<file path="config.mk">
export PLATFORM = sky130hd
export DESIGN_NAME = binary_calculator
export DESIGN_NICKNAME = d
export VERILOG_FILES = /design/src/rtl/binary_calculator.sv
export SDC_FILE = /design/constraint.sdc
export NUM_CORES = 1
export LEC_CHECK = 0
export BUFFER_PORTS_ARGS = -buffer_cell sky130_fd_sc_hd__buf_2
export CORE_MARGIN = 2
export CORE_UTILIZATION = 59
export CTS_CLUSTER_SIZE = 20
export DETAILED_ROUTE_END_ITERATION = 7
export PLACE_DENSITY_LB_ADDON = 0.08
export SETUP_SLACK_MARGIN = 0.5
export SYNTH_ARGS = -nofsm -noshare
export SYNTH_HDL_FRONTEND = slang
export SYNTH_SLANG_ARGS = --single-unit
</file>
<file path="constraint.sdc">
create_clock -name Clk -period 14.55 [get_ports Clk]
set_clock_uncertainty 0.05 [all_clocks]
set_input_delay 0 -clock Clk [delete_from_list [all_inputs] [get_ports Clk]]
set_output_delay 0 -clock Clk [all_outputs]
set_load 0.01 [all_outputs]
</file>
<file path="src/rtl/binary_calculator.sv">
// binary_calculator: command-driven ALU that packs {InA, InB, Sel, Flags, Result}
// into one packet and streams it MSB-chunk first on a divided transmit clock.
// Optional packet memory is built only when BINCALC_MEM_EN is defined; without it
// InputKey, RW and Addr are ignored and every command is a compute command.
module binary_calculator #(
    parameter int INBITS = 8,
    parameter int WIDTH  = 8,
    parameter int SBITS  = 4
) (
    input  logic              Clk,
    input  logic              Reset,
    input  logic              InputKey,
    input  logic              ValidCmd,
    input  logic [INBITS-1:0] InA,
    input  logic [INBITS-1:0] InB,
    input  logic              RW,
    input  logic [WIDTH-1:0]  Addr,
    input  logic [3:0]        Sel,
    input  logic [31:0]       Din,
    input  logic              ConfigDiv,
    output logic              CalcBusy,
    output logic              ClkTx,
    output logic              DoutValid,
    output logic [SBITS-1:0]  DataOut
);

    localparam int P    = 8 + 3 * INBITS;           // packet width
    localparam int N    = (P + SBITS - 1) / SBITS;  // chunks per packet
    localparam int TW   = N * SBITS;                // padded transmit width
    localparam int PADW = TW - P;                   // zero padding at LSB end
    localparam int CW   = (N > 1) ? $clog2(N) : 1;

    typedef enum logic [1:0] {IDLE, LOAD, TX} state_t;

    state_t            state_reg;
    logic              valid_prev_reg;
    logic [INBITS-1:0] a_reg;
    logic [INBITS-1:0] b_reg;
    logic [3:0]        sel_reg;
    logic [7:0]        div_reg;
    logic [7:0]        cnt_reg;
    logic [CW-1:0]     chunk_reg;
    logic [TW-1:0]     shift_reg;
    logic              busy_reg;
    logic              clktx_reg;
    logic              dvalid_reg;

    logic              accept_w;
    logic              mem_write_w;
    logic [INBITS-1:0] result_w;
    logic              carry_w;
    logic              invalid_w;
    logic [INBITS:0]   sum_w;
    logic [INBITS:0]   diff_w;
    logic [2*INBITS-1:0] prod_w;
    logic [3:0]        flags_w;
    logic [P-1:0]      packet_w;
    logic [P-1:0]      tx_src_w;
    logic [TW-1:0]     tx_word_w;

    // A command starts only on a fresh ValidCmd rising edge seen while idle
    assign accept_w = (state_reg == IDLE) && ValidCmd && !valid_prev_reg;

    // ALU on the latched operands; flags derived from the selected result
    always_comb begin
        result_w  = '0;
        carry_w   = 1'b0;
        invalid_w = 1'b0;
        sum_w     = {1'b0, a_reg} + {1'b0, b_reg};
        diff_w    = {1'b0, a_reg} - {1'b0, b_reg};
        prod_w    = {{INBITS{1'b0}}, a_reg} * {{INBITS{1'b0}}, b_reg};
        case (sel_reg)
            4'd0: begin
                result_w = sum_w[INBITS-1:0];
                carry_w  = sum_w[INBITS];
            end
            4'd1: begin
                result_w = diff_w[INBITS-1:0];
                carry_w  = diff_w[INBITS];
            end
            4'd2: begin
                result_w = prod_w[INBITS-1:0];
                carry_w  = |prod_w[2*INBITS-1:INBITS];
            end
            4'd3:    result_w = a_reg & b_reg;
            4'd4:    result_w = a_reg | b_reg;
            4'd5:    result_w = a_reg ^ b_reg;
            4'd6:    result_w = ~a_reg;
            4'd7:    result_w = a_reg << b_reg[2:0];
            4'd8:    result_w = a_reg >> b_reg[2:0];
            default: invalid_w = 1'b1;
        endcase
        flags_w  = {(result_w == '0), carry_w, invalid_w, 1'b0};
        packet_w = {a_reg, b_reg, sel_reg, flags_w, result_w};
    end

`ifdef BINCALC_MEM_EN
    localparam int DEPTH = 1 << WIDTH;

    logic [P-1:0]       mem [DEPTH];
    logic [DEPTH-1:0]   entry_valid_reg;
    logic               key_reg;
    logic               rw_reg;
    logic [WIDTH-1:0]   addr_reg;
    logic [P-1:0]       rd_data_reg;
    logic               rd_valid_reg;

    assign mem_write_w = key_reg && rw_reg;
    // A read of a never-written entry sends an all-zero packet
    assign tx_src_w    = key_reg ? (rd_valid_reg ? rd_data_reg : '0) : packet_w;

    // Packet RAM: write during LOAD of a write command, registered read at accept
    always_ff @(posedge Clk) begin
        if (state_reg == LOAD && mem_write_w) begin
            mem[addr_reg] <= packet_w;
        end
        if (accept_w) begin
            rd_data_reg <= mem[Addr];
        end
    end

    // Mode latches and per-entry valid bits, cleared by reset
    always_ff @(posedge Clk or negedge Reset) begin
        if (!Reset) begin
            entry_valid_reg <= '0;
            key_reg         <= 1'b0;
            rw_reg          <= 1'b0;
            addr_reg        <= '0;
            rd_valid_reg    <= 1'b0;
        end else begin
            if (accept_w) begin
                key_reg      <= InputKey;
                rw_reg       <= RW;
                addr_reg     <= Addr;
                rd_valid_reg <= entry_valid_reg[Addr];
            end
            if (state_reg == LOAD && mem_write_w) begin
                entry_valid_reg[addr_reg] <= 1'b1;
            end
        end
    end

    logic unused_inputs;
    assign unused_inputs = ^Din[31:8];
`else
    assign mem_write_w = 1'b0;
    assign tx_src_w    = packet_w;

    logic unused_inputs;
    assign unused_inputs = ^{InputKey, RW, Addr, Din[31:8]};
`endif

    // Left-align the packet so padding lands at the LSB end of the last chunk
    assign tx_word_w = TW'(tx_src_w) << PADW;

    // Command FSM, divider register and transmit shifter
    always_ff @(posedge Clk or negedge Reset) begin
        if (!Reset) begin
            state_reg      <= IDLE;
            valid_prev_reg <= 1'b0;
            a_reg          <= '0;
            b_reg          <= '0;
            sel_reg        <= '0;
            div_reg        <= 8'd1;
            cnt_reg        <= '0;
            chunk_reg      <= '0;
            shift_reg      <= '0;
            busy_reg       <= 1'b0;
            clktx_reg      <= 1'b0;
            dvalid_reg     <= 1'b0;
        end else begin
            valid_prev_reg <= ValidCmd;
            case (state_reg)
                IDLE: begin
                    if (ConfigDiv) begin
                        div_reg <= (Din[7:0] == 8'd0) ? 8'd1 : Din[7:0];
                    end
                    if (accept_w) begin
                        a_reg     <= InA;
                        b_reg     <= InB;
                        sel_reg   <= Sel;
                        busy_reg  <= 1'b1;
                        state_reg <= LOAD;
                    end
                end
                LOAD: begin
                    if (mem_write_w) begin
                        busy_reg  <= 1'b0;
                        state_reg <= IDLE;
                    end else begin
                        shift_reg  <= tx_word_w;
                        dvalid_reg <= 1'b1;
                        clktx_reg  <= 1'b0;
                        cnt_reg    <= '0;
                        chunk_reg  <= '0;
                        state_reg  <= TX;
                    end
                end
                TX: begin
                    if (cnt_reg == div_reg - 8'd1) begin
                        cnt_reg <= '0;
                        if (clktx_reg) begin
                            clktx_reg <= 1'b0;
                            if (chunk_reg == CW'(N - 1)) begin
                                shift_reg  <= '0;
                                dvalid_reg <= 1'b0;
                                busy_reg   <= 1'b0;
                                state_reg  <= IDLE;
                            end else begin
                                shift_reg <= shift_reg << SBITS;
                                chunk_reg <= chunk_reg + CW'(1);
                            end
                        end else begin
                            clktx_reg <= 1'b1;
                        end
                    end else begin
                        cnt_reg <= cnt_reg + 8'd1;
                    end
                end
                default: state_reg <= IDLE;
            endcase
        end
    end

    assign CalcBusy  = busy_reg;
    assign ClkTx     = clktx_reg;
    assign DoutValid = dvalid_reg;
    assign DataOut   = shift_reg[TW-1 -: SBITS];

endmodule

</file>
# ---- Yosys cells after proc, flatten, opt, wreduce, memory -nomap -nowiden
# Index checks and enable logic that the tools add are counted.
dict set report op_classes {
  addsub 5
  multipliers 1
  eq_ne 17
  shifts 2
  mux 28
  bitwise_logic 4
  reduce_logical 19
}
# op n
set op_table {}
lappend op_table {{32-bit 2-to-1 mux} 3}
lappend op_table {{8-bit one-hot mux with 9 select lines} 1}
lappend op_table {{32-bit one-hot mux with 2 select lines} 1}
lappend op_table {{4-bit by 3-bit equality test with 1-bit output, second input constant} 4}
lappend op_table {{8-bit logical NOT} 2}
lappend op_table {{8-bit by 8-bit multiplier with 16-bit output} 1}
lappend op_table {{8-bit 2-to-1 mux} 2}
lappend op_table {{8-bit one-hot mux with 2 select lines} 1}
lappend op_table {{4-bit AND reduction} 3}
lappend op_table {{2-bit inequality test, second input constant} 5}
lappend op_table {{8-bit by 8-bit adder with 9-bit output} 1}
lappend op_table {{3-bit 2-to-1 mux} 3}
lappend op_table {{9-bit OR reduction} 1}
lappend op_table {{8-bit by 8-bit subtractor with 9-bit output} 1}
lappend op_table {{8-bit by 1-bit adder with 8-bit output, second input constant} 1}
lappend op_table {{8-bit AND} 1}
lappend op_table {{4-bit by 2-bit equality test with 1-bit output, second input constant} 2}
lappend op_table {{8-bit equality test} 1}
lappend op_table {{2-bit 2-to-1 mux} 4}
lappend op_table {{8-bit inverter} 1}
lappend op_table {{8-bit bitwise OR} 1}
lappend op_table {{8-bit OR reduction} 1}
lappend op_table {{8-bit by 3-bit left shift with 8-bit output} 1}
lappend op_table {{8-bit by 3-bit right shift with 8-bit output} 1}
lappend op_table {{other kinds (21)} 33}
dict set report totals {
  regBits 77
  inputBits 66
  out_inout_bits 7
  word_cells 88
}

# ---- Depth between registers and ports, before layout
dict set report depth {
  depth_word 5
  ltp_mapped 19
  mapped_depth_nobuf 18
}

# ---- Worst setup path after synthesis
# No wires, ideal clock.
dict set report synth_timing {
  path_type {register to register}
  start {reg b_reg[2]}
  end {reg shift_reg[10]}
  arrival_ps 4718
  t_required_ps 14354
  path_slack_ps 9636
  stages_incl_launch_ff 17
  path_cell_list {dfrtp_1 -> clkbuf_1 -> buf_1 -> nand2_1 -> fa_1 -> fa_1 -> fa_1 -> fa_1 -> inv_1 -> ha_1 -> and3_1 -> a221o_1 -> o21ai_0 -> a21oi_1 -> a211o_1 -> a211oi_1 -> a41oi_2}
}
dict set report synth_via {
  elab_chain_len 4
}
# item line_no
set synth_rtl {}
lappend synth_rtl {{from (decl)} 38} ;# logic [INBITS-1:0] b_reg;
lappend synth_rtl {{from (signal assigned)} 180} ;# b_reg <= InB;
lappend synth_rtl {{8-bit by 8-bit multiplier with 16-bit output} 71} ;# prod_w = {{INBITS{1'b0}}, a_reg} * {{INBITS{1'b0}}, b_reg};
lappend synth_rtl {{8-bit OR reduction} 83} ;# carry_w = |prod_w[2*INBITS-1:INBITS];
lappend synth_rtl {{1-bit one-hot mux with 3 select lines *} 72} ;# case (sel_reg)
lappend synth_rtl {{32-bit one-hot mux with 2 select lines *} 173} ;# case (state_reg)
lappend synth_rtl {{to (signal assigned)} 191} ;# shift_reg <= tx_word_w;
lappend synth_rtl {{to (signal assigned)} 210} ;# shift_reg <= shift_reg << SBITS;
lappend synth_rtl {{to (decl)} 43} ;# logic [TW-1:0] shift_reg;
# Every way passes the cells marked *; elsewhere a longest branch is shown, timed or not.
# A chain may end at the register's enable or synchronous reset.

# ---- Worst setup path after layout
# Ends and elaborated chain as after synthesis.

==> qor.csv <==
metric;value;unit
outcome;completed;
fin_crit_sh;39.53;%
timing_max_transition_violations_final;0;
max-clock-path-buffers;2;
grt_overflow_total;0;
largest_reg_flops;32;
dieHeight;117.1;µm
rsz0062_at_grt;false;
die_w;117.1;µm
reg2reg_depth;16;
n_antenna_cell;0;
drc;0;
max_freq;173.8;MHz
finalCriticalPeriod;5.752;ns
areaGrowthSynthToFinish;10.94;%
finalSetupViolations;0;
maxCapViolCount;0;
dr.pass1.iters;7;
top_layer;met4;
finalHoldViolations;0;
finalWirelength;20580;µm
cts_tree;done;
cts_max_level;3;
cts_buffers;9;
synth_edf_count;0;
maxSlewHeadroom;23.85;%
antenna_found_initial;0;
num-nets-final;1071;
floorplan.die_area;13720;µm²
viasPerCell;6.202;
first_global_vias;6613;
ys_ff_latch;77;
wl_met2;10100;µm
gp_congestion;0.9366;
clk_pin_slew;0.07;ns
post_route_cells_drive_above_1_share;12.85;%
grt_max_degree;78;
wl_met3;1262;µm
worst_slew_pin_slew;1.139;ns
num_io_pins;73;
yosys_most_used_dff;dfrtp_1;
met1_length;8676;µm
start_kind;register;
hp-class;in2reg;
clock_sink_count;77;
initial_core_util;60.08;%
cts_root_buf;clkbuf_16;
synth_cell_types;76;
critPathMaxFanout;19;
slowest_stage;dfrtp_1;
cts_setup_buffers;0;
fin_setup_tns;0;ns
synthCells;866;
vias;6667;
yosysWarnings;0;
arrival;5.87;ns
routedWlPerCell;19.15;µm
cp.required;14.66;ns
core_area;12570;µm²
ys_seq_area_share;25.53;%
whs_path_depth;3;
worstSetupPathType;reg2reg;
critPathMaxStageDelay;0.83;ns
fp-row-count;41;
dp_hpwl;14740;µm
end_kind;register;
port_buffers;38;
ant_nets;0;
clock_latency;0.34;ns
globalRouteTotalUtil;31.46;%
synthesis.area;7551;µm²
avgSynthCellArea;8.719;µm²
cp_cell_sequence;clkinv_1 -> nor2_1 -> fa_1 -> inv_1 -> fa_1 -> fa_1 -> fa_1 -> inv_1 -> ha_1 -> nand3_1 -> nand3_1 -> o21ai_0 -> mux2i_1 -> a32oi_1 -> a211oi_1 -> a41oi_2;
drt_iter0_drc;469;
syn-num-nets;1038;
path_common_cell;fa_1;
async_reset_ff_share;100.0;%
grt_pass1_wl;33210;µm
==> cell type report <==
type                    count  area, µm²
repair buffers             74      538.0
clock inverters             5      60.06
multi-input cells         650       5070
fillers                  1043       4192
well taps                 172      215.2
flip-flops and latches     77       1928
inverters                  87      326.6
clock buffers              10      239.0
==> logic make-up (layout without fill, tap and decap cells) <==
group / count (synthesis) / count (layout) / synth area share [%]
compound gates: 200 / 200 / 18.08
xor+xnor: 18 / 18 / 2.088
fa+ha+maj: 106 / 106 / 21.34
buf+inv: 139 / 176 / 7.456
flops: 77 / 77 / 25.53
mux: 52 / 52 / 8.252
simple gates: 274 / 274 / 17.25
==> cells in the final DEF (no fill, tap or decap), types with 15 or more instances in the layout <==
master         netlist  layout
a21oi_1             46      46
a22oi_1             25      25
buf_2                9      37
dfrtp_1             76      76
dlygate4sd3_1        0      30
fa_1                38      38
ha_1                68      68
inv_1               85      85
mux2_2              32      32
mux2i_1             15      15
nand2_1             77      77
nand3_1             17      17
nor2_1              92      91
nor3_1              21      21
o21ai_0             29      29
==> critical path: cells and delay by family (launching register included) <==
family	cells	cell delay [ns]
buffers and inverters	3	0.66
adder cells (fa/ha/maj)	5	2.30
flip-flops	1	0.83
AO/OA/AOI/OAI	4	0.99
multiplexers	1	0.24
AND/OR/NAND/NOR	3	0.50
==> routing by layer <==
metal  global-route usage [%]  vias to the layer above
met4                    10.90                        0
met5                        0                        -
met3                    5.458                       40
met1                    41.08                     3258
met2                    53.18                      262
li1                         -                     3107
==> per-stage QoR <==
stage / cells / worst slack (ns) / cell area [µm²] / utilization (%) / hold slack [ns]
3_3_place_gp: 1030 / 8.885 / 7777 / 61.88 / 0.07506
5_1_grt: 1075 / 8.475 / 8377 / 66.65 / 0.1661
3_5_place_dp: 1030 / 8.834 / 7777 / 61.88 / 0.08104
2_1_floorplan: 866 / 9.636 / 7551 / - / -0.3456
6_report: 1075 / 8.798 / 8377 / 66.65 / 0.1070
4_1_cts: 1075 / 8.791 / 8377 / 66.65 / 0.09447
==> path summary, 6_finish.rpt <==
kind	startpoint	to	slack [ns]
max in group asynchronous	Reset	sel_reg[0]	13.48
min in group asynchronous	Reset	cnt_reg[7]	0.28
setup reg to reg	b_reg[2]	shift_reg[10]	8.80
hold reg to reg	shift_reg[7]	shift_reg[7]	0.44
setup / recovery	b_reg[2]	shift_reg[10]	8.80
hold / removal	ConfigDiv	div_reg[0]	0.11
==> cells in the mapped netlist, types with 5 or more instances <==
cell,count,area share [%]
nor2_1,92,4.6
inv_1,85,4.2
nand2_1,77,3.8
dfrtp_1,76,25
ha_1,68,11
a21oi_1,46,3.0
fa_1,38,10
clkbuf_1,33,1.6
mux2_2,32,4.8
o21ai_0,29,1.9
a22oi_1,25,2.5
nor3_1,21,1.4
nand3_1,17,1.1
mux2i_1,15,2.0
o22ai_1,13,1.1
a211oi_1,10,0.99
nor2b_1,10,0.83
xor2_1,10,1.2
buf_2,9,0.60
nand2b_1,9,0.75
a31oi_1,8,0.66
xnor2_1,8,0.93
a21o_1,7,0.70
and3_1,7,0.58
o2bb2ai_1,7,0.81
nor4_1,6,0.50
mux4_2,5,1.5
nand3b_1,5,0.50
==> what timing repair did <==
item | 4_1_cts | 5_1_grt
hold endpoints to repair | 105 | 0
resized for setup | 0 | 0
hold buffers | 30 | 0
Power is left out: the tool's default activity adds up to more than one toggle a clock period on the data nets, which glitch-free logic cannot reach.
